## src/rtl/image_src.sv

```systemverilog
// Test-pattern image source: streams a width x height frame of generated pixels,
// then emits an end-of-frame marker and a done pulse, honouring downstream backpressure.
module image_src #(
    parameter int DW_OUT = 32,
    parameter int CW     = 12
) (
    input  logic              clk,
    input  logic              rst,
    input  logic              start_in,
    input  logic [CW-1:0]     width_in,
    input  logic [CW-1:0]     height_in,
    input  logic [1:0]        mode_in,
    input  logic [DW_OUT-1:0] const_in,
    output logic [DW_OUT-1:0] im_data_out,
    output logic              im_valid_out,
    output logic              im_end_out,
    input  logic              im_busy_in,
    output logic              src_busy_out,
    output logic              done_out
);

    localparam int HW = DW_OUT / 2;
    localparam int IW = 2 * CW;

    typedef logic [CW-1:0]     coord_t;
    typedef logic [IW-1:0]     idx_t;
    typedef logic [HW-1:0]     half_t;
    typedef logic [DW_OUT-1:0] out_t;

    typedef enum logic [1:0] {IDLE, RUN, END} state_t;

    state_t     state_q;
    coord_t     x_q, y_q, width_q, height_q;
    idx_t       idx_q;
    logic [1:0] mode_q;
    out_t       const_q;
    out_t       data_q;
    logic       valid_q, end_q, done_q;

    coord_t     x_d, y_d;
    idx_t       idx_d;
    logic       lastX, lastPix;

    function automatic out_t pixelFor(input logic [1:0] mode, input coord_t px,
                                      input coord_t py, input idx_t pidx,
                                      input out_t cval);
        out_t r;
        r = '0;
        case (mode)
            2'd0: r = out_t'(pidx);
            2'd1: begin
                r[HW-1:0]    = half_t'(px);
                r[2*HW-1:HW] = half_t'(py);
            end
            2'd2: r = cval;
            default: r = (px[0] ^ py[0]) ? '1 : '0;
        endcase
        return r;
    endfunction

    // Coordinates of the pixel that follows the one currently presented.
    always_comb begin
        lastX   = (x_q == width_q - coord_t'(1));
        lastPix = lastX && (y_q == height_q - coord_t'(1));
        x_d     = lastX ? '0 : x_q + coord_t'(1);
        y_d     = lastX ? y_q + coord_t'(1) : y_q;
        idx_d   = idx_q + idx_t'(1);
    end

    // Outputs are registered and computed for the pixel being loaded, so the
    // first beat appears the cycle after start and a stall simply holds everything.
    always_ff @(posedge clk) begin
        if (rst) begin
            state_q  <= IDLE;
            x_q      <= '0;
            y_q      <= '0;
            idx_q    <= '0;
            width_q  <= '0;
            height_q <= '0;
            mode_q   <= '0;
            const_q  <= '0;
            data_q   <= '0;
            valid_q  <= 1'b0;
            end_q    <= 1'b0;
            done_q   <= 1'b0;
        end else begin
            done_q <= 1'b0;
            case (state_q)
                IDLE: begin
                    if (start_in) begin
                        if (width_in != '0 && height_in != '0) begin
                            width_q  <= width_in;
                            height_q <= height_in;
                            mode_q   <= mode_in;
                            const_q  <= const_in;
                            x_q      <= '0;
                            y_q      <= '0;
                            idx_q    <= '0;
                            data_q   <= pixelFor(mode_in, '0, '0, '0, const_in);
                            valid_q  <= 1'b1;
                            state_q  <= RUN;
                        end else begin
                            end_q   <= 1'b1;
                            state_q <= END;
                        end
                    end
                end
                RUN: begin
                    if (!im_busy_in) begin
                        if (lastPix) begin
                            valid_q <= 1'b0;
                            data_q  <= '0;
                            end_q   <= 1'b1;
                            state_q <= END;
                        end else begin
                            x_q    <= x_d;
                            y_q    <= y_d;
                            idx_q  <= idx_d;
                            data_q <= pixelFor(mode_q, x_d, y_d, idx_d, const_q);
                        end
                    end
                end
                END: begin
                    if (!im_busy_in) begin
                        end_q   <= 1'b0;
                        done_q  <= 1'b1;
                        state_q <= IDLE;
                    end
                end
                default: state_q <= IDLE;
            endcase
        end
    end

    assign im_data_out  = data_q;
    assign im_valid_out = valid_q;
    assign im_end_out   = end_q;
    assign done_out     = done_q;
    assign src_busy_out = (state_q != IDLE);

endmodule
```

## config.mk

```make
export PLATFORM = sky130hd
export DESIGN_NAME = image_src
export DESIGN_NICKNAME = d
export VERILOG_FILES = /design/src/rtl/image_src.sv
export SDC_FILE = /design/constraint.sdc
export NUM_CORES = 1
export LEC_CHECK = 0
export BUFFER_PORTS_ARGS = -buffer_cell sky130_fd_sc_hd__buf_2
export CORE_MARGIN = 5
export CORE_UTILIZATION = 45
export CTS_CLUSTER_SIZE = 12
export DETAILED_ROUTE_END_ITERATION = 8
export PLACE_DENSITY = 0.69
export SLEW_MARGIN = 20
export SYNTH_ARGS = -nofsm -noshare
export SYNTH_HDL_FRONTEND = slang
export SYNTH_SLANG_ARGS = --single-unit
```

## constraint.sdc

```tcl
create_clock -name clk -period 4.6 [get_ports clk]
set_clock_uncertainty 0.05 [all_clocks]
set_input_delay 0.23 -clock clk [delete_from_list [all_inputs] [get_ports clk]]
set_output_delay 0.23 -clock clk [all_outputs]
set_load 0.02 [all_outputs]
```

# After elaboration in Yosys (flattened, before gate mapping)
# Index checks and enable logic that the tools add are counted.
dict set report op_classes {
  add_sub_neg 5
  n_mux 41
  bitwise 2
  n_eq_ne 14
  reduce_logical 16
}
# op n
set op_table {}
lappend op_table {{2-to-1 mux 32 bit} 6}
lappend op_table {{2-to-1 mux 12 bit} 8}
lappend op_table {{2-to-1 mux 24 bit} 4}
lappend op_table {{case mux 32 bit (3 select lines)} 1}
lappend op_table {{case mux 32 bit (2 select lines)} 1}
lappend op_table {{case mux 12 bit (2 select lines)} 2}
lappend op_table {{case mux 24 bit (2 select lines)} 1}
lappend op_table {{adder 12 x 1 -> 12 bit (second input constant)} 2}
lappend op_table {{adder 24 x 1 -> 24 bit (second input constant)} 1}
lappend op_table {{== test 12 bit} 2}
lappend op_table {{nonzero test 12 bit} 2}
lappend op_table {{subtractor 12 x 1 -> 12 bit (second input constant)} 2}
lappend op_table {{!= test 2 bit (second input constant)} 7}
lappend op_table {{2-to-1 mux 1 bit} 10}
lappend op_table {{2-to-1 mux 2 bit} 5}
lappend op_table {{AND reduction 5 bit} 2}
lappend op_table {{AND reduction 4 bit} 2}
lappend op_table {{== test 2 bit (second input constant)} 3}
lappend op_table {{case mux 2 bit (3 select lines)} 1}
lappend op_table {{AND reduction 6 bit} 1}
lappend op_table {{== test 2 x 1 -> 1 bit (second input constant)} 2}
lappend op_table {{zero test 2 bit} 2}
lappend op_table {{nonzero test 2 bit} 2}
lappend op_table {{case mux 1 bit (3 select lines)} 1}
lappend op_table {{7 further kinds} 8}
dict set report word_totals {
  reg_bits 143
  wordCells 90
  input_bits 62
}

# Depth between registers and ports, before layout
# Gate-level depths: netlist of run 1.
dict set report logic_depth {
  ltp_word 9
  ltp_mapped 13
  ltp_nobuf 11
}

# Worst setup path after synthesis of run 1
# No wires, ideal clock.
dict set report synth_path {
  path_type {reg2reg}
  startpoint {reg width_q[0]}
  endpoint {reg y_q[8]}
  n_path_buf 1
  arrival_ns 3.103
  setup_time_ns 0.132
  slack_ns 1.315
  stages_incl_launch_ff 11
  synth_period_minus_slack_ns 3.285
  t_required_ns 4.418
  path_cell_list {dfxtp_1 or4_4 or4_1 o211ai_2 a31oi_2 or4_4 or3_1 buf_2 o41a_1 o21ai_1 a21oi_1}
}
dict set report synth_via {
  elab_chain_len 6
}
# item line
set synth_lines {}
lappend synth_lines {{from (decl)} 33} ;# coord_t x_q, y_q, width_q, height_q;
lappend synth_lines {{from (signal assigned)} 92} ;# width_q <= width_in;
lappend synth_lines {{subtractor 12 x 1 -> 12 bit (*)} 63} ;# lastX = (x_q == width_q - coord_t'(1));
lappend synth_lines {{== test 12 bit (*)} 63}
lappend synth_lines {{2-to-1 mux 12 bit} 66} ;# y_d = lastX ? y_q + coord_t'(1) : y_q;
lappend synth_lines {{2-to-1 mux 12 bit} 110} ;# if (lastPix) begin
lappend synth_lines {{2-to-1 mux 12 bit} 109} ;# if (!im_busy_in) begin
lappend synth_lines {{case mux 12 bit (2 select lines)} 88} ;# case (state_q)
lappend synth_lines {{to (signal assigned)} 117} ;# y_q <= y_d;
lappend synth_lines {{to (decl)} 33}
# Every way passes the cells marked *; elsewhere a longest branch is shown, timed or not. The select of a mux whose other input is x is not followed.
# A chain may end at the register's enable or synchronous reset.

# Final worst setup path of run 1
dict set report layout_path {
  startpoint {reg width_q[0]}
  endpoint {reg idx_q[18]}
}
dict set report layout_via {
  elab_chain_len 5
}
# item line
set layout_lines {}
lappend layout_lines {{subtractor 12 x 1 -> 12 bit} 63}
lappend layout_lines {{== test 12 bit} 63}
lappend layout_lines {{logical AND 1 bit} 64} ;# lastPix = lastX && (y_q == height_q - coord_t'(1));
lappend layout_lines {{!= test 2 bit (no line)} n/a}
lappend layout_lines {{AND reduction 5 bit (no line)} n/a}
lappend layout_lines {{to (signal assigned)} 118} ;# idx_q <= idx_d;
lappend layout_lines {{to (decl)} 34} ;# idx_t idx_q;
# Every way passes these cells.

==> results of run 1 <==
## final cells by class
class                   instances  area (sq um)
clock buffers                  19           453
clock inverters                13           208
fillers                      1665          7870
inverters                      19          71.3
multi-input cells             787          4640
flip-flops and latches        143          2860
well taps                     225           282
repair buffers                132           798
## layout by cell type (no fill, tap or decap), drive strengths merged, types with 3 or more instances in the layout
| cell type | instances |
|---|---|
| o22ai | 6 |
| o21ai | 81 |
| or4 | 4 |
| or3 | 6 |
| a21oi | 142 |
| inv | 20 |
| bufinv | 5 |
| a221oi | 6 |
| o311ai | 3 |
| and2 | 3 |
| nor2b | 5 |
| clkbuf | 19 |
| nand3 | 33 |
| nand2b | 4 |
| dfxtp | 143 |
| a41oi | 5 |
| ha | 8 |
| xnor2 | 38 |
| nand3b | 3 |
| nor4 | 17 |
| a211oi | 8 |
| nor3 | 22 |
| o31ai | 8 |
| clkinv | 6 |
| dlygate4sd3 | 20 |
| mux2 | 7 |
| nand2 | 165 |
| and3 | 20 |
| a22oi | 4 |
| o221ai | 14 |
| o211ai | 19 |
| a31oi | 19 |
| nor2 | 75 |
| xor2 | 32 |
| buf | 112 |
| nor3b | 3 |
## worst max-delay path: stages, from the launching register on
cell and delay (ps):
sky130_fd_sc_hd__dfxtp_1 400, sky130_fd_sc_hd__inv_1 70, sky130_fd_sc_hd__ha_1 270, sky130_fd_sc_hd__nand3b_1 120, sky130_fd_sc_hd__a21boi_0 80, sky130_fd_sc_hd__o311ai_0 750, sky130_fd_sc_hd__or4_4 470, sky130_fd_sc_hd__nor2_1 210
sky130_fd_sc_hd__nor2_1 850, sky130_fd_sc_hd__a41oi_1 250, sky130_fd_sc_hd__a211oi_1 250
## through the flow
stage          instances  hold slack, ps  power, mW  util (%)  instance area, sq um
2_1_floorplan       1023             256       3.22         -                  7850
3_3_place_gp        1286             391       3.82      49.2                  8450
3_5_place_dp        1286             397       3.86      49.2                  8450
4_1_cts             1338            1.83       5.42      54.2                  9310
5_1_grt             1338            3.39       5.74      54.2                  9310
6_report            1338            6.86       5.40      54.2                  9310
## repair_timing
| item | CTS | global route |
|---|---|---|
| hold buffers | 20 | 0 |
| endpoints found under the hold margin | 20 | 0 |
| buffers inserted | 0 | 0 |
## registers in the layout, indices dropped and copies added (netlist names), 2 cells and up
register     cells
const_q         32
im_data_out     32
idx_q           24
height_q        12
width_q         12
x_q             12
y_q             12
mode_q           2
state_q          2
## cells by family after synthesis
family                   Yosys count  share of synthesized area [%]
AO/OA/AOI/OAI                    329                           26.2
XOR/XNOR                          70                           7.82
adder cells (fa/ha/maj)            8                           1.28
buffers and inverters             93                           4.83
flip-flops                       143                           36.5
multiplexers                       9                           1.26
AND/OR/NAND/NOR                  371                           22.2
## layer usage
layer	up-vias	track usage (%)	share of wire (%)
met5	-	0	0
met4	0	6.97	2.0
met3	35	3.90	4.7
met2	203	39.2	50
met1	3664	28.2	43
li1	3802	-	-
## worst max path at each step
stage | startpoint | cells past startpoint | slack [ps] | end
CTS | width_q[0] | 10 | 780 | idx_q[18]
floorplan | width_q[0] | 10 | 1320 | y_q[8]
detailed placement | width_q[0] | 10 | 750 | idx_q[18]
finish | width_q[0] | 10 | 720 | idx_q[18]
global route | width_q[0] | 10 | 360 | idx_q[18]
global placement | width_q[0] | 9 | 940 | idx_q[18]
## power groups by stage
stage                     Clock (mW)  Combinational [mW]  Sequential (mW)
final                           1.55                2.18             1.67
after global routing            1.62                2.41             1.70
after CTS                       1.56                2.19             1.67
after detailed placement           0                2.16             1.69
after global placement             0                2.13             1.69
after floorplan                    0                1.41             1.82
==> reports/qor.json, run 1 <==
{
  "outcome": {
    "status": "finished clean"
  },
  "pwr": {
    "p_leak_nw": 3.53,
    "p_comb_share_pct": 40.3,
    "pwr_density_cell_nw_per_um2": 580,
    "switching_share_pct": 40.7,
    "p_int_mw": 3.21,
    "power.share.clock_pct": 28.7,
    "power_switching_mw": 2.20,
    "power.ir.vdd_worst_uv": 334,
    "seq_power_share_pct": 31.0
  },
  "critical_path": {
    "reg2reg_slack_ps": 720,
    "path_class": "reg2reg",
    "critPathLaunchType": "flop",
    "worst-path-max-fanout": 22,
    "worstReg2RegEnd": "idx_q[18]",
    "critical_path_arrival_ps": 4170,
    "worst_reg_to_reg_path_cell_count": 10,
    "cp-end-kind": "flop",
    "cp.required_ps": 4890,
    "r2r-start": "width_q[0]"
  },
  "hold_path": {
    "hold_depth": 3,
    "min_path_type": "in2reg",
    "hold_path_end": "const_q[30]",
    "worstHoldStart": "const_in[30]"
  },
  "routing": {
    "firstDrtPassIters": 5,
    "route.vias.total": 7704,
    "route.detailed.wl_per_inst_um": 17.2,
    "post_drt_via_cell_ratio": 5.76,
    "drt.antenna.violating_nets": 0,
    "route.final.wire_length_mm": 23.0,
    "dr.first_iter.drc_count": 659,
    "detail_route.drc_violations": 0
  },
  "clock_tree": {
    "post_cts_resized": 0,
    "htree_num_levels": 4,
    "clock_insertion_delay_worst_skew_ps": 430,
    "worst_setup_hold_path_clk_slew_ps": 60,
    "cts_tree": "done",
    "clock_tree.buffer_depth": 2,
    "numCtsBuffers": 17,
    "cts.root.buffer_cell": "sky130_fd_sc_hd__clkbuf_16",
    "numClockSinks": 143
  },
  "placed_design": {
    "detailed_place_hpwl_mm": 15.6,
    "placement.setup.worst_slack_ps": 750,
    "numPortBuffers": 97,
    "globalplace.congestion": 0.901
  },
  "synthesis": {
    "syn_nets": 1093,
    "post_synth.cell_area_avg_sq_um": 7.67,
    "synth_largest_area_cell": "sky130_fd_sc_hd__dfxtp_1",
    "synth_most_common_cell": "sky130_fd_sc_hd__nand2_1",
    "yosysWarnings": 0,
    "yosys_register_bits": 143,
    "top_reg_cell_synth": "sky130_fd_sc_hd__dfxtp_1",
    "synthTopCellsByCount": "sky130_fd_sc_hd__nand2_1 (165), sky130_fd_sc_hd__dfxtp_1 (143), sky130_fd_sc_hd__a21oi_1 (133)",
    "seq_total_area_yosys_pct": 36.5,
    "netlist_area_sq_um": 7850,
    "post_synth_num_cell_types": 68,
    "synth_top_area_share_pct": 36.5,
    "synth.area.top_cells": "sky130_fd_sc_hd__dfxtp_1 (36%), sky130_fd_sc_hd__a21oi_1 (8.5%), sky130_fd_sc_hd__nand2_1 (7.9%)",
    "netlist_instances": 1023,
    "synth_async_reset_ratio_pct": 0,
    "synth-edff-count": 0
  },
  "final_layout": {
    "area_growth_syn_to_layout_pct": 18.7,
    "final_net_count": 1170,
    "insertedDiodeCount": 0,
    "final_layout_size_suffix_gt1_share_pct": 17.0
  },
  "sta": {
    "max_freq_mhz": 258,
    "period_minus_slack_ps": 3880,
    "slew_headroom_pct": 29.3,
    "setup_viol_count_final": 0,
    "grt_setup_unrepaired": "false",
    "postLayoutSetupSlackWorst_ps": 718,
    "post-route-period-util_pct": 84.4,
    "finalSetupTns_ps": 0,
    "worst-slew-pin-transition_ps": 1060,
    "hold_viol": 0,
    "drv_slew": 0
  },
  "die": {
    "die_width_um": 142,
    "die_y_um": 142,
    "dieArea_sq_um": 20200,
    "placeableCoreArea_sq_um": 17200,
    "floorplan.initialDensity_pct": 45.7,
    "num_rows": 48,
    "ports": 98
  },
  "run": {
    "max-cap-violations": 0
  },
  "global_routing": {
    "grt_max_degree": 94,
    "first_global_vias": 7291,
    "grt_antenna_before_repair": 0,
    "sum_of_overflow_across_all_layers_after_global_routing": 0,
    "wire_length_of_the_first_global_routing_pass_mm": 36.8,
    "grtUsageTotal_pct": 22.4
  }
}
Note: power is estimated with default switching activity, not from simulation.
==> run 2: changes to the inputs <==
==> constraint.sdc (replaced) <==
create_clock -name clk -period 4 [get_ports clk]
set_clock_uncertainty 0.05 [all_clocks]
set_input_delay 0.2 -clock clk [delete_from_list [all_inputs] [get_ports clk]]
set_output_delay 0.2 -clock clk [all_outputs]
set_load 0.02 [all_outputs]
==> reports/qor.json, run 2 (synthesized netlist as in run 1, its figures left out) <==
{
  "placed_design": {
    "globalplace.congestion": {"value": 0.904, "change": "+0.31%"},
    "detailed_place_hpwl": {"value": 15.8, "unit": "mm", "change": "+1.5%"},
    "numPortBuffers": {"value": 97, "change": "unchanged"},
    "postPlaceCellArea": {"value": 8540, "unit": "sq um", "change": "+1.1%"}
  },
  "sta": {
    "grt_setup_unrepaired": "false",
    "hold_viol": {"value": 0, "change": "unchanged"},
    "setup_viol_count_final": {"value": 0, "change": "unchanged"},
    "post-route-period-util": {"value": 90.0, "unit": "%", "change": "+5.6 points"},
    "drv_slew": {"value": 0, "change": "unchanged"},
    "period_minus_slack": {"value": 3600, "unit": "ps", "change": "-281 ps"},
    "worst-slew-pin-transition": {"value": 965, "unit": "ps", "change": "-91.3 ps"},
    "finalSetupTns": {"value": 0, "unit": "ps", "change": "unchanged"},
    "max_freq": {"value": 278, "unit": "MHz", "change": "+7.8%"},
    "slew_headroom": {"value": 35.4, "unit": "%", "change": "+6.1 points"},
    "hold_slack": {"value": 10.1, "unit": "ps", "change": "+3.21 ps"}
  },
  "final_layout": {
    "final_net_count": {"value": 1217, "change": "+4.0%"},
    "final_layout_size_suffix_gt1_share": {"value": 16.8, "unit": "%", "change": "-0.17 points"},
    "most_common_library_cell_in_the_layout_ignoring_fill_and_taps": "sky130_fd_sc_hd__nand2_1",
    "area_growth_syn_to_layout_pct": 23.8,
    "nFillCells": {"value": 1631, "change": "-2.0%"},
    "final_area": {"value": 9710, "unit": "sq um", "change": "+4.3%"},
    "leading_cell_types_in_the_layout_fill_and_taps_excluded": "sky130_fd_sc_hd__nand2_1 (164), sky130_fd_sc_hd__dfxtp_1 (142), sky130_fd_sc_hd__a21oi_1 (133)"
  },
  "clock_tree": {
    "cts.root.buffer_cell": "sky130_fd_sc_hd__clkbuf_16",
    "cts_tree": "done",
    "post_cts_resized": {"value": 0, "change": "unchanged"},
    "worst_setup_hold_path_clk_slew": {"value": 60, "unit": "ps", "change": "about the same"},
    "post_cts.repair.setup_buffers": {"value": 0, "change": "unchanged"},
    "htree_num_levels": {"value": 4, "change": "unchanged"},
    "numClockSinks": {"value": 143, "change": "unchanged"},
    "clock_tree.buffer_depth": {"value": 2, "change": "unchanged"},
    "clock_insertion_delay_worst_skew": {"value": 430, "unit": "ps", "change": "about the same"},
    "numCtsBuffers": {"value": 17, "change": "unchanged"}
  },
  "routing": {
    "firstDrtPassIters": {"value": 5, "change": "unchanged"},
    "post_drt_via_cell_ratio": {"value": 5.79, "change": "+0.57%"},
    "drt.antenna.violating_nets": {"value": 0, "change": "unchanged"},
    "route.final.wire_length": {"value": 23.9, "unit": "mm", "change": "+4.2%"},
    "route.detailed.wl_per_inst": {"value": 17.3, "unit": "um", "change": "+0.57%"},
    "highest_signal_layer_in_the_routed_design": "met4",
    "met3WireLength": {"value": 1.45, "unit": "mm", "change": "+33%"},
    "dr.first_iter.drc_count": {"value": 714, "change": "+8.3%"},
    "m1WireLength": {"value": 10.2, "unit": "mm", "change": "+3.1%"},
    "route.vias.total": {"value": 8026, "change": "+4.2%"},
    "met2RoutedLength": {"value": 11.5, "unit": "mm", "change": "-0.44%"},
    "detail_route.drc_violations": {"value": 0, "change": "unchanged"}
  },
  "die": {
    "placeableCoreArea": {"value": 17200, "unit": "sq um", "change": "unchanged"},
    "ports": {"value": 98, "change": "unchanged"},
    "die_width": {"value": 142, "unit": "um", "change": "unchanged"},
    "dieArea": {"value": 20200, "unit": "sq um", "change": "unchanged"},
    "floorplan.initialDensity": {"value": 45.7, "unit": "%", "change": "unchanged"},
    "die_y": {"value": 142, "unit": "um", "change": "unchanged"},
    "num_rows": {"value": 48, "change": "unchanged"}
  },
  "critical_path": {
    "critical_path_arrival": {"value": 3840, "unit": "ps", "change": "-330 ps"},
    "crit_buf_inv": {"value": 1, "change": "unchanged"},
    "worst_path_largest_cell_delay": {"value": 710, "unit": "ps", "change": "-140 ps"},
    "crit_path_cell_trace": "or4_4, or2_2, o21ai_0, a31oi_2, or4_4, o211a_1, buf_4, a31oi_1, a31oi_1",
    "path_class": "reg2reg",
    "critical-path-top-delay-family": "simple AND/OR/NAND/NOR gates",
    "cp-end-kind": "flop",
    "worst-path-max-fanout": {"value": 20, "change": "-9.1%"},
    "critPathLaunchType": "flop",
    "cpMaxStageDelayCell": "sky130_fd_sc_hd__or4_4",
    "cp.required": {"value": 4240, "unit": "ps", "change": "-650 ps"}
  },
  "outcome": {
    "status": "finished clean"
  },
  "global_routing": {
    "grtUsageTotal": {"value": 23.7, "unit": "%", "change": "+1.3 points"},
    "wire_length_of_the_first_global_routing_pass": {"value": 38.9, "unit": "mm", "change": "+5.7%"},
    "grt_antenna_before_repair": {"value": 0, "change": "unchanged"},
    "sum_of_overflow_across_all_layers_after_global_routing": {"value": 0, "change": "unchanged"},
    "first_global_vias": {"value": 7688, "change": "+5.4%"},
    "grt_max_degree": {"value": 49, "change": "-48%"}
  },
  "pwr": {
    "pwr_density_cell": {"value": 633, "unit": "nW/um^2", "change": "+9.1%"},
    "p_leak": {"value": 3.70, "unit": "nW", "change": "+4.8%"},
    "power.ir.vdd_worst": {"value": 471, "unit": "uV", "change": "+41%"},
    "power": {"value": 6.15, "unit": "mW", "change": "+14%"}
  },
  "run": {
    "max-cap-violations": {"value": 0, "change": "unchanged"}
  },
  "hold_path": {
    "min_path_type": "in2reg"
  }
}
run 2: changes by cell type in the layout (fill, tap and decap cells not counted):
cell,delta
sky130_fd_sc_hd__dlygate4sd3_1,+38
sky130_fd_sc_hd__buf_4,+7
sky130_fd_sc_hd__bufinv_16,-3
sky130_fd_sc_hd__clkbuf_1,+3
sky130_fd_sc_hd__buf_12,+2
sky130_fd_sc_hd__clkbuf_8,+1
sky130_fd_sc_hd__clkinv_4,-1
sky130_fd_sc_hd__clkinvlp_4,+1
sky130_fd_sc_hd__diode_2,+1
sky130_fd_sc_hd__inv_6,-1
run 2: where the power goes:
group          internal [mW]  switching (mW)  total [mW]  leakage [nW]
Clock                  0.967           0.629        1.60         0.284
Combinational          0.893            1.73        2.63          2.25
Sequential              1.72           0.206        1.92          1.17
run 2: cell type report:
| class | count | area, sq um | area share, % |
|---|---|---|---|
| Antenna cell | 1 | 2.50 | 0.0258 |
| Clock inverter | 9 | 108 | 1.11 |
| Timing Repair Buffer | 179 | 1270 | 13.1 |
| Sequential cell | 143 | 2860 | 29.5 |
| Multi-Input combinational cell | 787 | 4640 | 47.7 |
| Tap cell | 225 | 282 | 2.90 |
| Clock buffer | 23 | 478 | 4.92 |
| Inverter | 19 | 71.3 | 0.734 |
run 2: worst reg2reg max path: stages, from the launching register on:
cell and delay, ps:
sky130_fd_sc_hd__dfxtp_1 350, sky130_fd_sc_hd__or4_4 570, sky130_fd_sc_hd__or2_2 310, sky130_fd_sc_hd__o21ai_0 230, sky130_fd_sc_hd__a31oi_2 170, sky130_fd_sc_hd__or4_4 710
sky130_fd_sc_hd__o211a_1 540, sky130_fd_sc_hd__buf_4 300, sky130_fd_sc_hd__a31oi_1 180, sky130_fd_sc_hd__a31oi_1 60
run 2: path summary, 6_finish.rpt:
kind | depth (start not counted) | to | from | slack (ps)
worst max-delay path | 9 | idx_q[11] | width_q[0] | 400
worst min-delay path | 3 | height_q[10] | height_in[10] | 10
worst max register to register | 9 | idx_q[11] | width_q[0] | 400
worst min register to register | 2 | const_q[27] | const_q[27] | 400
run 2: what timing repair did:
| action | 4_1_cts | 5_1_grt |
|---|---|---|
| hold buffers | 58 | 0 |
| hold endpoints to repair | 61 | 0 |
| setup endpoints to repair | 0 | 0 |
run 2: layer usage:
layer | vias up | global-route usage (%)
met3 | 59 | 4.54
met4 | 0 | 9.70
met1 | 3767 | 29.5
li1 | 3908 | -
met2 | 292 | 40.4
met5 | - | 0
run 2: through the flow:
step,cells,utilization (%),setup WS (ps)
after floorplan,1023,-,715
after global placement,1295,49.7,509
after detailed placement,1295,49.7,436
after CTS,1385,56.5,415
after global routing,1385,56.5,161
final,1386,56.5,400
==> run 3: changes to the inputs <==
==> config.mk (replaced) <==
export PLATFORM = sky130hd
export DESIGN_NAME = image_src
export DESIGN_NICKNAME = d
export VERILOG_FILES = /design/src/rtl/image_src.sv
export SDC_FILE = /design/constraint.sdc
export NUM_CORES = 1
export LEC_CHECK = 0
export BUFFER_PORTS_ARGS = -buffer_cell sky130_fd_sc_hd__buf_4
export CORE_MARGIN = 5
export CORE_UTILIZATION = 55
export CTS_CLUSTER_SIZE = 12
export DETAILED_ROUTE_END_ITERATION = 8
export PLACE_DENSITY = 0.81
export SLEW_MARGIN = 20
export SYNTH_ARGS = -nofsm -noshare
export SYNTH_HDL_FRONTEND = slang
export SYNTH_SLANG_ARGS = --single-unit
==> reports/qor.json, run 3 (synthesized netlist as in run 1, its figures left out) <==
{
  "critical_path": {
    "worst-path-max-fanout": {"value": 17, "change": "-15%"},
    "worst_path_largest_cell_delay": {"value": 710, "unit": "ps", "change": "about the same"},
    "cp.required": {"value": 4300, "unit": "ps", "change": "+60 ps"},
    "crit_buf_inv": {"value": 2, "change": "+1"},
    "critical-path-top-delay-family": "simple AND/OR/NAND/NOR gates",
    "critical_path_arrival": {"value": 4030, "unit": "ps", "change": "+190 ps"},
    "reg2reg_slack": {"value": 270, "unit": "ps", "change": "-130 ps"},
    "r2r-start": "width_q[0]",
    "cpMaxStageDelayCell": "sky130_fd_sc_hd__or4_4",
    "crit_path_cell_trace": "or4_4, or4_1, o211ai_2, a31oi_2, or4_4, buf_4, o31ai_4, buf_4, nand2_1, a31oi_1",
    "critPathLaunchType": "flop",
    "path_class": "reg2reg",
    "cp-end-kind": "flop",
    "worstReg2RegEnd": "idx_q[20]",
    "worst_reg_to_reg_path_cell_count": {"value": 10, "change": "+1"}
  },
  "hold_path": {
    "worstHoldStart": "const_in[18]",
    "hold_path_end": "const_q[18]",
    "hold_depth": {"value": 3, "change": "unchanged"},
    "min_path_type": "in2reg"
  },
  "final_layout": {
    "final_layout_size_suffix_gt1_share": {"value": 16.7, "unit": "%", "change": "-0.10 points"},
    "post-route-util": {"value": 70.9, "unit": "%", "change": "+14 points"},
    "final_net_count": {"value": 1213, "change": "-0.33%"},
    "most_common_library_cell_in_the_layout_ignoring_fill_and_taps": "sky130_fd_sc_hd__nand2_1",
    "layoutNonFillerInstCount": {"value": 1335, "change": "-3.7%"},
    "insertedDiodeCount": {"value": 0, "change": "-1"},
    "final_area": {"value": 9870, "unit": "sq um", "change": "+1.7%"},
    "area_growth_syn_to_layout_pct": 25.9,
    "leading_cell_types_in_the_layout_fill_and_taps_excluded": "sky130_fd_sc_hd__nand2_1 (164), sky130_fd_sc_hd__dfxtp_1 (142), sky130_fd_sc_hd__a21oi_1 (133)"
  },
  "routing": {
    "route.final.wire_length": {"value": 23.8, "unit": "mm", "change": "-0.39%"},
    "firstDrtPassIters": {"value": 5, "change": "unchanged"},
    "route.detailed.wl_per_inst": {"value": 17.8, "unit": "um", "change": "+3.4%"},
    "post_drt_via_cell_ratio": {"value": 6.20, "change": "+7.1%"},
    "drt.antenna.violating_nets": {"value": 0, "change": "unchanged"},
    "dr.first_iter.drc_count": {"value": 946, "change": "+32%"},
    "detail_route.drc_violations": {"value": 0, "change": "unchanged"},
    "route.vias.total": {"value": 8281, "change": "+3.2%"}
  },
  "clock_tree": {
    "cts.root.buffer_cell": "sky130_fd_sc_hd__clkbuf_16",
    "clock_insertion_delay_worst_skew": {"value": 430, "unit": "ps", "change": "about the same"},
    "worst_setup_hold_path_clk_slew": {"value": 60, "unit": "ps", "change": "about the same"},
    "numCtsBuffers": {"value": 17, "change": "unchanged"},
    "numClockSinks": {"value": 143, "change": "unchanged"},
    "clock_tree.buffer_depth": {"value": 2, "change": "unchanged"},
    "htree_num_levels": {"value": 4, "change": "unchanged"},
    "cts_tree": "done"
  },
  "sta": {
    "finalSetupTns": {"value": 0, "unit": "ps", "change": "unchanged"},
    "postLayoutSetupSlackWorst": {"value": 267, "unit": "ps", "change": "-133 ps"},
    "hold_viol": {"value": 0, "change": "unchanged"},
    "drv_slew": {"value": 0, "change": "unchanged"},
    "slew_headroom": {"value": 35.1, "unit": "%", "change": "-0.38 points"},
    "max_freq": {"value": 268, "unit": "MHz", "change": "-3.6%"},
    "grt_setup_unrepaired": "false",
    "post-route-period-util": {"value": 93.3, "unit": "%", "change": "+3.3 points"},
    "worst-slew-pin-transition": {"value": 970, "unit": "ps", "change": "+5.01 ps"},
    "setup_viol_count_final": {"value": 0, "change": "unchanged"},
    "period_minus_slack": {"value": 3730, "unit": "ps", "change": "+133 ps"}
  },
  "die": {
    "ports": {"value": 98, "change": "unchanged"},
    "floorplan.initialDensity": {"value": 56.3, "unit": "%", "change": "+11 points"},
    "num_rows": {"value": 43, "change": "-10%"},
    "die_width": {"value": 129, "unit": "um", "change": "-8.9%"},
    "dieArea": {"value": 16800, "unit": "sq um", "change": "-17%"},
    "placeableCoreArea": {"value": 13900, "unit": "sq um", "change": "-19%"},
    "die_y": {"value": 129, "unit": "um", "change": "-8.9%"}
  },
  "placed_design": {
    "postPlaceCellArea": {"value": 8680, "unit": "sq um", "change": "+1.6%"},
    "dp.cells": {"value": 1247, "change": "-3.7%"},
    "placement.setup.worst_slack": {"value": 318, "unit": "ps", "change": "-118 ps"},
    "detailed_place_hpwl": {"value": 15.2, "unit": "mm", "change": "-4.0%"},
    "globalplace.congestion": {"value": 0.909, "change": "+0.51%"},
    "numPortBuffers": {"value": 97, "change": "unchanged"}
  },
  "global_routing": {
    "grt_antenna_before_repair": {"value": 0, "change": "unchanged"},
    "grt_max_degree": {"value": 75, "change": "+53%"},
    "sum_of_overflow_across_all_layers_after_global_routing": {"value": 0, "change": "unchanged"},
    "first_global_vias": {"value": 7848, "change": "+2.1%"},
    "grtUsageTotal": {"value": 28.7, "unit": "%", "change": "+5.0 points"},
    "wire_length_of_the_first_global_routing_pass": {"value": 38.9, "unit": "mm", "change": "about the same"}
  },
  "outcome": {
    "status": "finished clean"
  },
  "pwr": {
    "p_leak": {"value": 3.74, "unit": "nW", "change": "+1.2%"},
    "pwr_density_cell": {"value": 642, "unit": "nW/um^2", "change": "+1.4%"},
    "power.ir.vdd_worst": {"value": 404, "unit": "uV", "change": "-14%"}
  },
  "run": {
    "max-cap-violations": {"value": 0, "change": "unchanged"}
  }
}
-- run 3: cell count changes in the layout (fill, tap and decap cells not counted), moves of 2 or more --
cell                        change
sky130_fd_sc_hd__buf_12         -2
sky130_fd_sc_hd__clkbuf_8       -3
sky130_fd_sc_hd__buf_4         +96
sky130_fd_sc_hd__clkinv_2       -2
sky130_fd_sc_hd__bufinv_16      +2
sky130_fd_sc_hd__buf_2         -97
sky130_fd_sc_hd__inv_6          +2
-- run 3: repair_timing --
action | in CTS | in global routing
gates resized for setup | 0 | 1
setup endpoints to repair | 0 | 1
hold buffers | 57 | 0
setup buffers | 0 | 0
endpoints found under the hold margin | 59 | 0
-- run 3: routing by layer --
metal  vias up  share of wire, %  routed length (um)  GRT usage (%)
met5         -                 0                   0              0
met4         0               2.5                 602           10.0
met3        59               6.8                1630           5.73
met2       369                50               11800           48.5
met1      3953                41                9750           36.7
li1       3900                 -                   -              -
-- run 3: worst register-to-register path, stage by stage (launching register included) --
cell and delay (ps):
sky130_fd_sc_hd__dfxtp_1 350, sky130_fd_sc_hd__or4_4 570, sky130_fd_sc_hd__or4_1 530, sky130_fd_sc_hd__o211ai_2 90
sky130_fd_sc_hd__a31oi_2 90, sky130_fd_sc_hd__or4_4 710, sky130_fd_sc_hd__buf_4 230, sky130_fd_sc_hd__o31ai_4 270
sky130_fd_sc_hd__buf_4 200, sky130_fd_sc_hd__nand2_1 270, sky130_fd_sc_hd__a31oi_1 280
-- run 3: per-stage QoR --
| step | power (mW) | hold WS, ps |
|---|---|---|
| final | 6.34 | 7.74 |
| after global routing | 6.68 | 16.2 |
| after CTS | 6.28 | 1.32 |
| after detailed placement | 4.54 | 387 |
| after global placement | 4.49 | 385 |
| after floorplan | 3.71 | 226 |
-- run 3: worst max-delay path by stage --
stage	start	end	slack, ps	depth (start not counted)
2_1_floorplan	width_q[0]	y_q[8]	720	10
3_3_place_gp	width_q[0]	idx_q[13]	440	10
3_5_place_dp	width_q[0]	idx_q[18]	320	11
4_1_cts	width_q[0]	idx_q[18]	240	11
5_1_grt	width_q[0]	idx_q[11]	130	10
6_report	width_q[0]	idx_q[20]	270	10
-- run 3: final cells by class --
| cell class | count | area (sq um) |
|---|---|---|
| Timing Repair Buffer | 175 | 1460 |
| Inverter | 19 | 71.3 |
| Tap cell | 180 | 225 |
| Sequential cell | 143 | 2860 |
| Multi-Input combinational cell | 787 | 4640 |
| Fill cell | 1059 | 4060 |
| Clock inverter | 12 | 184 |
| Clock buffer | 19 | 433 |
-- run 3: where the power goes --
| part | switching (mW) | internal [mW] | total (mW) |
|---|---|---|---|
| sequential | 0.222 | 1.72 | 1.94 |
| combinational | 1.73 | 0.978 | 2.71 |
| clock | 0.643 | 1.05 | 1.69 |
| total | 2.60 | 3.74 | 6.34 |
